File: config.mk
export PLATFORM = sky130hd
export DESIGN_NAME = z80_bus_tracer
export DESIGN_NICKNAME = d
export VERILOG_FILES = /design/src/rtl/z80_bus_tracer.sv
export SDC_FILE = /design/constraint.sdc
export NUM_CORES = 1
export LEC_CHECK = 0
export CAP_MARGIN = 30
export CORE_AREA = 3 3 213 267
export DETAILED_ROUTE_END_ITERATION = 8
export DIE_AREA = 0 0 216 270
export HOLD_SLACK_MARGIN = 0.1
export SYNTH_ARGS = -nofsm -noshare
export SYNTH_HDL_FRONTEND = slang
export SYNTH_SLANG_ARGS = --single-unit
File: constraint.sdc
create_clock -name clk -period 4.4 [get_ports clk]
set_clock_uncertainty 0.2 [all_clocks]
set_input_delay 0.44 -clock clk [delete_from_list [all_inputs] [get_ports clk]]
set_output_delay 0.44 -clock clk [all_outputs]
set_load 0.1 [all_outputs]
File: src/rtl/z80_bus_tracer.sv
// ----------------------------------------------------------------------------
// z80_bus_tracer
//
// Passive Z80 bus observer. Watches the CPU read/write strobes, classifies
// each completed bus cycle (memory read/write, I/O read/write, M1 fetch) and
// logs it into a show-ahead FIFO drained through a valid/ready port.
//
// Optional feature macro: TRACE_TIMESTAMP_EN
//   defined   - free-running TS_W-bit timestamp is stored with every event
//   undefined - no timestamp storage, out_ts is tied to zero
//
// Parameters:
//   DEPTH  FIFO entries (power of two, >= 2)
//   TS_W   timestamp width
//
// Ports:
//   clk, reset                     clock, synchronous active-high reset
//   en                             capture enable (sampled at end of cycle)
//   A, D                           CPU address / data bus (observed only)
//   nMREQ, nIORQ, nRD, nWR, nM1    CPU control strobes, active-low
//   out_valid, out_ready           FIFO head handshake
//   out_type, out_addr, out_data   head event fields
//   out_ts                         head event timestamp
//   overflow                       sticky, set when an event is dropped
//   drop_count                     dropped event count, saturating at 255
// ----------------------------------------------------------------------------
module z80_bus_tracer #(
    parameter int DEPTH = 16,
    parameter int TS_W  = 16
) (
    input  logic            clk,
    input  logic            reset,
    input  logic            en,
    input  logic [15:0]     A,
    input  logic [7:0]      D,
    input  logic            nMREQ,
    input  logic            nIORQ,
    input  logic            nRD,
    input  logic            nWR,
    input  logic            nM1,
    output logic            out_valid,
    input  logic            out_ready,
    output logic [2:0]      out_type,
    output logic [15:0]     out_addr,
    output logic [7:0]      out_data,
    output logic [TS_W-1:0] out_ts,
    output logic            overflow,
    output logic [7:0]      drop_count
);

    localparam int AW = $clog2(DEPTH);

    typedef enum logic [2:0] {
        EV_MEM_RD = 3'd0,
        EV_MEM_WR = 3'd1,
        EV_IO_RD  = 3'd2,
        EV_IO_WR  = 3'd3,
        EV_M1     = 3'd4
    } ev_type_t;

    // ------------------------------------------------------------------
    // Strobe tracking and cycle classification
    // ------------------------------------------------------------------
    logic     s;
    logic     s_q;
    logic     eoc;
    logic     cls_ok;
    ev_type_t cls_type;

    assign s   = ~nRD | ~nWR;
    assign eoc = s_q & ~s;

    always_comb begin
        cls_ok   = 1'b1;
        cls_type = EV_MEM_RD;
        if (~nMREQ & ~nRD & ~nM1)  cls_type = EV_M1;
        else if (~nMREQ & ~nRD)    cls_type = EV_MEM_RD;
        else if (~nMREQ & ~nWR)    cls_type = EV_MEM_WR;
        else if (~nIORQ & ~nRD)    cls_type = EV_IO_RD;
        else if (~nIORQ & ~nWR)    cls_type = EV_IO_WR;
        else                       cls_ok   = 1'b0;
    end

    // Shadow of the most recent strobe-active sample; the last one wins.
    logic        sh_ok;
    ev_type_t    sh_type;
    logic [15:0] sh_addr;
    logic [7:0]  sh_data;

    always_ff @(posedge clk) begin
        if (reset) begin
            s_q     <= 1'b0;
            sh_ok   <= 1'b0;
            sh_type <= EV_MEM_RD;
            sh_addr <= '0;
            sh_data <= '0;
        end else begin
            s_q <= s;
            if (s) begin
                sh_ok   <= cls_ok;
                sh_type <= cls_type;
                sh_addr <= A;
                sh_data <= D;
            end
        end
    end

    // ------------------------------------------------------------------
    // FIFO control
    // ------------------------------------------------------------------
    logic [AW:0]   wr_ptr;
    logic [AW:0]   rd_ptr;
    logic [AW-1:0] wr_idx;
    logic [AW-1:0] rd_idx;
    logic          empty;
    logic          full;
    logic          push_req;
    logic          push_ok;
    logic          pop;
    logic          drop;

    assign wr_idx   = wr_ptr[AW-1:0];
    assign rd_idx   = rd_ptr[AW-1:0];
    assign empty    = (wr_ptr == rd_ptr);
    // count == DEPTH: same index, wrap bits differ
    assign full     = (wr_ptr[AW] != rd_ptr[AW]) && (wr_idx == rd_idx);
    assign pop      = ~empty & out_ready;
    assign push_req = eoc & en & sh_ok;
    // A full FIFO still accepts when the head leaves on the same edge.
    assign push_ok  = push_req & (~full | pop);
    assign drop     = push_req & full & ~pop;

    logic [2:0]  mem_type [DEPTH];
    logic [15:0] mem_addr [DEPTH];
    logic [7:0]  mem_data [DEPTH];

    always_ff @(posedge clk) begin
        if (push_ok) begin
            mem_type[wr_idx] <= sh_type;
            mem_addr[wr_idx] <= sh_addr;
            mem_data[wr_idx] <= sh_data;
        end
    end

    always_ff @(posedge clk) begin
        if (reset) begin
            wr_ptr     <= '0;
            rd_ptr     <= '0;
            overflow   <= 1'b0;
            drop_count <= '0;
        end else begin
            if (push_ok) wr_ptr <= wr_ptr + 1'b1;
            if (pop)     rd_ptr <= rd_ptr + 1'b1;
            if (drop) begin
                overflow <= 1'b1;
                if (drop_count != 8'hFF) drop_count <= drop_count + 8'd1;
            end
        end
    end

    // Head fields are masked while empty so stale storage never shows
    // (storage itself is not reset).
    assign out_valid = ~empty;
    assign out_type  = out_valid ? mem_type[rd_idx] : '0;
    assign out_addr  = out_valid ? mem_addr[rd_idx] : '0;
    assign out_data  = out_valid ? mem_data[rd_idx] : '0;

    // ------------------------------------------------------------------
    // Optional timestamp
    // ------------------------------------------------------------------
`ifdef TRACE_TIMESTAMP_EN
    logic [TS_W-1:0] ts;
    logic [TS_W-1:0] mem_ts [DEPTH];

    always_ff @(posedge clk) begin
        if (reset) ts <= '0;
        else       ts <= ts + 1'b1;
    end

    always_ff @(posedge clk) begin
        if (push_ok) mem_ts[wr_idx] <= ts;
    end

    assign out_ts = out_valid ? mem_ts[rd_idx] : '0;
`else
    assign out_ts = '0;
`endif

endmodule
==> impl_results.md, run 1 <==
- CP required: 3760 ps
- Net switching power: 1.89 mW
- Post-synth cell types: 48
- Period minus WS final: 3740 ps
- Max Clk Rate: 267 MHz
- HP Class: in2reg
- Share of cells above drive strength 1: 0.247
- Main combinational cell family by area after synthesis: multiplexers
- Net Sw Frac: 0.207
- Crit path kind: reg2out
- Vias in the first global route: 9,488
- Count of input and output buffers: 69
- Ys async rst share: 0
- Max cap viols: 0
- Crit-path max FO: 29
- Total Power: 9.14 mW
- Total core area: 54,800 sq um
- Fillers: 4,941
- Post-synthesis adder-cell area fraction: 0.00406
- Setup bufs post-CTS: 0
- Clk slew on worst S/H paths: 60 ps
- Status: finished, final reports clean
- Final hold violations: 0
- Initial core utilization: 0.338
- Slew headroom: 0.342
- Largest area contributor in the netlist: edfxtp_1
- Syn-to-layout area delta: 18.4%
- Dpl hpwl: 23,700 um
- Synth Area in XOR/XNOR: 0.00704
- Die Y: 270 um
- Fin crit share: 0.850
- Cell Rows: 96
- Antenna Nets Post-Route: 0
- CTS Hold Buffers Added: 0
- Slew Viols, Final: 0
- # DRC: 0
- Setup Slack @ Placement: 1000 ps
- CTS resizes: 0
- RSZ-0062 raised after global routing: false
- Worst-Margin Slew: 984 ps
- Pre-antenna DRT Iters: 5
- Non-Filler Instances: 1,812
- Placed Cells: 1,728
- R2R Setup Slk: 1330 ps
- CP Data Arrival Time: 3100 ps
- Initial antenna violation count: 1
- Combinational share of power: 0.027
- Most numerous cell in the Yosys netlist: edfxtp_1
- Grt total ovfl: 0
- Startpoint types: register
- DR vias: 9,160
- Tot GR Track Use: 0.143
- Detailed Route WL: 42,300 um
- Root Buffer: clkbuf_16
- Post-Syn Area: 18,500 sq um
- Seq pwr share: 0.556
- Post-synthesis cell count: 946
- Pwr per Cell Area: 417 nW/um^2
- Die Footprint: 58,300 sq um
- Leak: 6.92 nW
- CTS tree: built
- Final WS setup: 660 ps
- Simple-Gate Fraction of Synth Area: 0.0441
- Max VDD drop: 0.000349 V
- Dominant cells by area after synthesis: edfxtp_1, mux4_2, dfxtp_1, o22ai_1, nand2_1
- Mean Syn Cell Area: 19.5 sq um
- Post-synthesis sequential area ratio: 0.758
- Yosys warns: 0
- Crit path capture type: output pin
- Top_reg_cell synth: edfxtp_1
- Synth Area in Compound Gates: 0.0319
- Internal: 7.25 mW
- Via-per-instance ratio: 5.06
- Area fraction of the dominant cell type after synthesis: 0.702
- Post-layout net count: 1,079
- WL/cell: 23.4 um
- Clk buf depth: 3
- Mux share of post-synthesis cell area: 0.134
- First DRT Iteration DRCs: 798
- Clk Latency, worst-skew pair: 560 ps
- Setup violators final: 0
- Clock share of power: 0.417
- Clk sinks: 484
- Final setup TNS: 0 ps
- Ant. Diodes: 0
- Largest net degree at the start of global routing: 53
- Global-route wire length before repair: 62,600 um
- CTS buffer count: 45
- Post-synth top cells: edfxtp_1, mux4_2, nand2_1
- Die width: 216 um
- Io pins: 86
- Synth Register Bits: 484
- GPL Wtd Cong: 0.738
- H-tree depth: 2
- EDFF count, synth: 432
## cell families after synthesis
group           Yosys count
compound gates          100
xor+xnor                 14
fa+ha+maj                 6
buf+inv                  76
flops                   484
mux                     111
other cells               1
simple gates            154
## layer usage
layer | global-route usage | up-vias | share of wire
met5 | 0 | - | 0
met4 | 0.0380 | 0 | 0.020
met3 | 0.0216 | 50 | 0.050
met2 | 0.245 | 252 | 0.51
met1 | 0.192 | 4860 | 0.42
li1 | - | 3998 | -
## power groups by stage
stage          clock network [mW]  logic [mW]  registers, mW
4_1_cts                      3.89       0.250           5.09
5_1_grt                      4.07       0.260           5.09
2_1_floorplan                   0       0.177           5.16
3_3_place_gp                    0       0.248           5.18
6_report                     3.81       0.246           5.09
3_5_place_dp                    0       0.250           5.19
## state kept, by name, indices dropped and copies added (netlist names), 3 cells and up, named ones only
register,flops
mem_addr,256
mem_data,128
mem_type,48
sh_addr,16
drop_count,8
sh_data,8
rd_ptr,5
wr_ptr,5
sh_type,3
## metrics by stage
stage	utilization	area, sq um	hold WS, ps
3_5_place_dp	0.373	20500	265
4_1_cts	0.400	21900	202
6_report	0.400	21900	225
5_1_grt	0.400	21900	222
3_3_place_gp	0.373	20500	262
2_1_floorplan	-	18500	276
## cell type report
| cell class | count | area (sq um) | share of cell area |
|---|---|---|---|
| well taps | 735 | 920 | 0.0420 |
| multi-input cells | 401 | 4170 | 0.190 |
| flip-flops and latches | 484 | 14000 | 0.640 |
| inverters | 7 | 26.3 | 0.00120 |
| clock inverters | 26 | 258 | 0.0118 |
| repair buffers | 101 | 1320 | 0.0602 |
| clock buffers | 58 | 1180 | 0.0541 |
## worst max-delay path: stages (launching register included)
cell and delay, ps:
dfxtp_1 540, xor2_1 170, nor4_4 220, buf_4 250, and2_2 810, nor3_1 300, buf_12 250
## worst paths after layout
kind / cells past startpoint / from / endpoint
max reg2reg: 6 / wr_ptr[3] / mem_data[13][7]
min: 3 / D[5] / sh_data[5]
min reg2reg: 2 / overflow / overflow
max: 6 / wr_ptr[3] / out_data[6]
## layout by cell type, fill, tap and decap left out, types with 4 or more instances in the layout
master / netlist / routed
mux4_2: 108 / 108
clkbuf_16: 0 / 45
nor2_1: 20 / 20
clkinv_1: 0 / 8
o22ai_1: 54 / 54
nand2_1: 56 / 55
conb_1: 1 / 16
clkinv_2: 0 / 7
inv_1: 7 / 7
buf_4: 19 / 23
bufinv_16: 0 / 4
xor2_1: 6 / 6
nor3_1: 30 / 30
or3_1: 4 / 4
clkdlybuf4s50_1: 0 / 40
nand3_1: 6 / 6
xnor2_1: 7 / 7
and4b_2: 0 / 4
ha_1: 6 / 6
dfxtp_1: 52 / 49
and3_2: 0 / 8
nand4_1: 4 / 4
buf_12: 0 / 37
clkbuf_1: 28 / 12
a21oi_1: 36 / 36
edfxtp_1: 432 / 432
(Power assumes the default switching activity.)
==> inputs of run 2 (changes only) <==
==> constraint.sdc (replaced) <==
create_clock -name clk -period 4.1 [get_ports clk]
set_clock_uncertainty 0.2 [all_clocks]
set_input_delay 0.41 -clock clk [delete_from_list [all_inputs] [get_ports clk]]
set_output_delay 0.41 -clock clk [all_outputs]
set_load 0.1 [all_outputs]
==> impl_results.md, run 2 (same netlist as run 1, synthesis figures left out) <==
- R2r startpoint: wr_ptr[3]
- Root Buffer: clkbuf_16
- Final setup TNS: 0 ps (unchanged)
- Die width: 216 um (unchanged)
- Clk buf depth: 3 (unchanged)
- Largest net degree at the start of global routing: 51 (-3.8%)
- Final hold violations: 0 (unchanged)
- Max cap viols: 0 (unchanged)
- Max Clk Rate: 273 MHz
- Post-layout net count: 1,077 (-0.19%)
- Crit path capture type: output pin
- H-tree depth: 2 (unchanged)
- R2R Setup Slk: 970 ps (-360 ps)
- Setup Slack @ Placement: 701 ps (-298 ps)
- # DRC: 0 (unchanged)
- Die Y: 270 um (unchanged)
- CP required: 3490 ps (-270 ps)
- HP Class: in2reg
- Syn-to-layout area delta: 18.7%
- Register Area: 14,000 sq um (unchanged)
- Hold_sp: A[7]
- Final WS setup: 434 ps (-225 ps)
- Total core area: 54,800 sq um (unchanged)
- Pwr per Cell Area: 460 nW/um^2 (+10%)
- Clk Latency, worst-skew pair: 560 ps (about the same)
- GPL Wtd Cong: 0.752 (+1.9%)
- CTS resizes: 0 (unchanged)
- Clk sinks: 484 (unchanged)
- Setup violators final: 0 (unchanged)
- Commonest non-fill, non-tap cells in the layout: edfxtp_1, mux4_2, nand2_1
- Dpl hpwl: 23,300 um (-1.5%)
- CP Data Arrival Time: 3060 ps (-40 ps)
- Hold Path End: sh_addr[7]
- Crit. Startpoint: wr_ptr[3]
- Crit path kind: reg2out
- Share of cells above drive strength 1: 0.248 (+0.00116)
- WL/cell: 22.2 um (-5.0%)
- Commonest non-fill, non-tap cell in the layout: edfxtp_1
- Ant. Diodes: 0 (unchanged)
- Die Footprint: 58,300 sq um (unchanged)
- Cell Rows: 96 (unchanged)
- Fin crit share: 0.894
- CTS tree: built
- Hold Path Depth: 3 (unchanged)
- Startpoint types: register
- Antenna Nets Post-Route: 0 (unchanged)
- Total Power: 10.1 mW (+10%)
- FF-to-FF End: mem_addr[1][9]
- Max reg flops: 256 (unchanged)
- Crit-path max FO: 19 (-34%)
- Max VDD drop: 0.000252 V (-28%)
- Top flop regs: mem_addr x256, mem_data x128, mem_type x48
- Slew Viols, Final: 0 (unchanged)
- RSZ-0062 raised after global routing: false
- Leak: 6.95 nW (+0.43%)
- Slew headroom: 0.338 (-0.00408)
- Worst-Margin Slew: 990 ps (+6.11 ps)
- Vias in the first global route: 9,596 (+1.1%)
- Fin area: 21,900 sq um (+0.17%)
- Io pins: 86 (unchanged)
- Via-per-instance ratio: 5.03 (-0.44%)
- Grt total ovfl: 0 (unchanged)
- CTS Hold Buffers Added: 0 (unchanged)
- Detailed Route WL: 40,200 um (-5.0%)
- Period minus WS final: 3670 ps
- Initial antenna violation count: 0 (-1)
- Initial core utilization: 0.338 (unchanged)
- Most flop-heavy register: mem_addr
- Clk slew on worst S/H paths: 60 ps (about the same)
- Hold Slack: 199 ps (-26.5 ps)
- Cells on worst reg2reg path: 5 (-1)
- Count of input and output buffers: 69 (unchanged)
- Global-route wire length before repair: 61,000 um (-2.5%)
- Post-placement cell area: 20,400 sq um (-0.49%)
- First DRT Iteration DRCs: 598 (-25%)
- Status: finished, final reports clean
- Pre-antenna DRT Iters: 5 (unchanged)
- DR vias: 9,115 (-0.49%)
- Area of the multi-input gates: 4170 sq um (unchanged)
- Setup bufs post-CTS: 0 (unchanged)
- CTS buffer count: 48 (+6.7%)
- Tot GR Track Use: 0.137 (-0.00569)
- Fillers: 4,913 (-0.57%)
[run 2: cell types whose count changed in the layout (fill, tap and decap cells not counted), moves of 2 or more]
cell,before,now
clkinv_1,8,4
buf_12,37,32
clkbuf_16,45,48
clkbuf_1,12,14
clkbuf_8,1,6
[run 2: per-stage QoR]
stage               std cells   util
global route             1811  0.401
detailed placement       1723  0.372
finish                   1811  0.401
floorplan                 961      -
CTS                      1811  0.401
global placement         1723  0.372
[run 2: per-layer routing]
| metal | GRT usage | up-vias | share of wire |
|---|---|---|---|
| met5 | 0 | - | 0 |
| met4 | 0.0443 | 0 | 0.028 |
| met3 | 0.0231 | 76 | 0.049 |
| met2 | 0.235 | 250 | 0.51 |
| met1 | 0.179 | 4798 | 0.42 |
| li1 | - | 3991 | - |
[run 2: report_power, final]
group          switching (mW)  internal (mW)  total (mW)
logic                   0.181         0.0816       0.263
registers              0.0751           5.39        5.46
clock network            1.78           2.59        4.37
total                    2.04           8.06        10.1
[run 2: area by class of cell]
| cell class | count | share of cell area |
|---|---|---|
| sequential | 484 | 0.639 |
| multi-input combinational | 401 | 0.190 |
| clock buffer | 68 | 0.0609 |
| timing repair buffer | 96 | 0.0556 |
| tap | 735 | 0.0419 |
| clock inverter | 20 | 0.0111 |
| inverter | 7 | 0.00120 |
[run 2: worst max-delay path, stage by stage (launching register included)]
cell	delay, ps
dfxtp_1	540
xor2_1	290
nor4_4	100
and2_2	420
buf_4	310
nor3_1	580
buf_12	260
[run 2: how the worst max path moves through the flow]
| stage | to | slack [ps] | cells past startpoint |
|---|---|---|---|
| final | out_addr[2] | 430 | 6 |
| after global routing | out_addr[2] | 260 | 6 |
| after CTS | out_addr[2] | 390 | 6 |
| after detailed placement | mem_addr[10][9] | 700 | 5 |
| after global placement | mem_addr[1][8] | 780 | 5 |
| after floorplan | out_addr[12] | 140 | 6 |
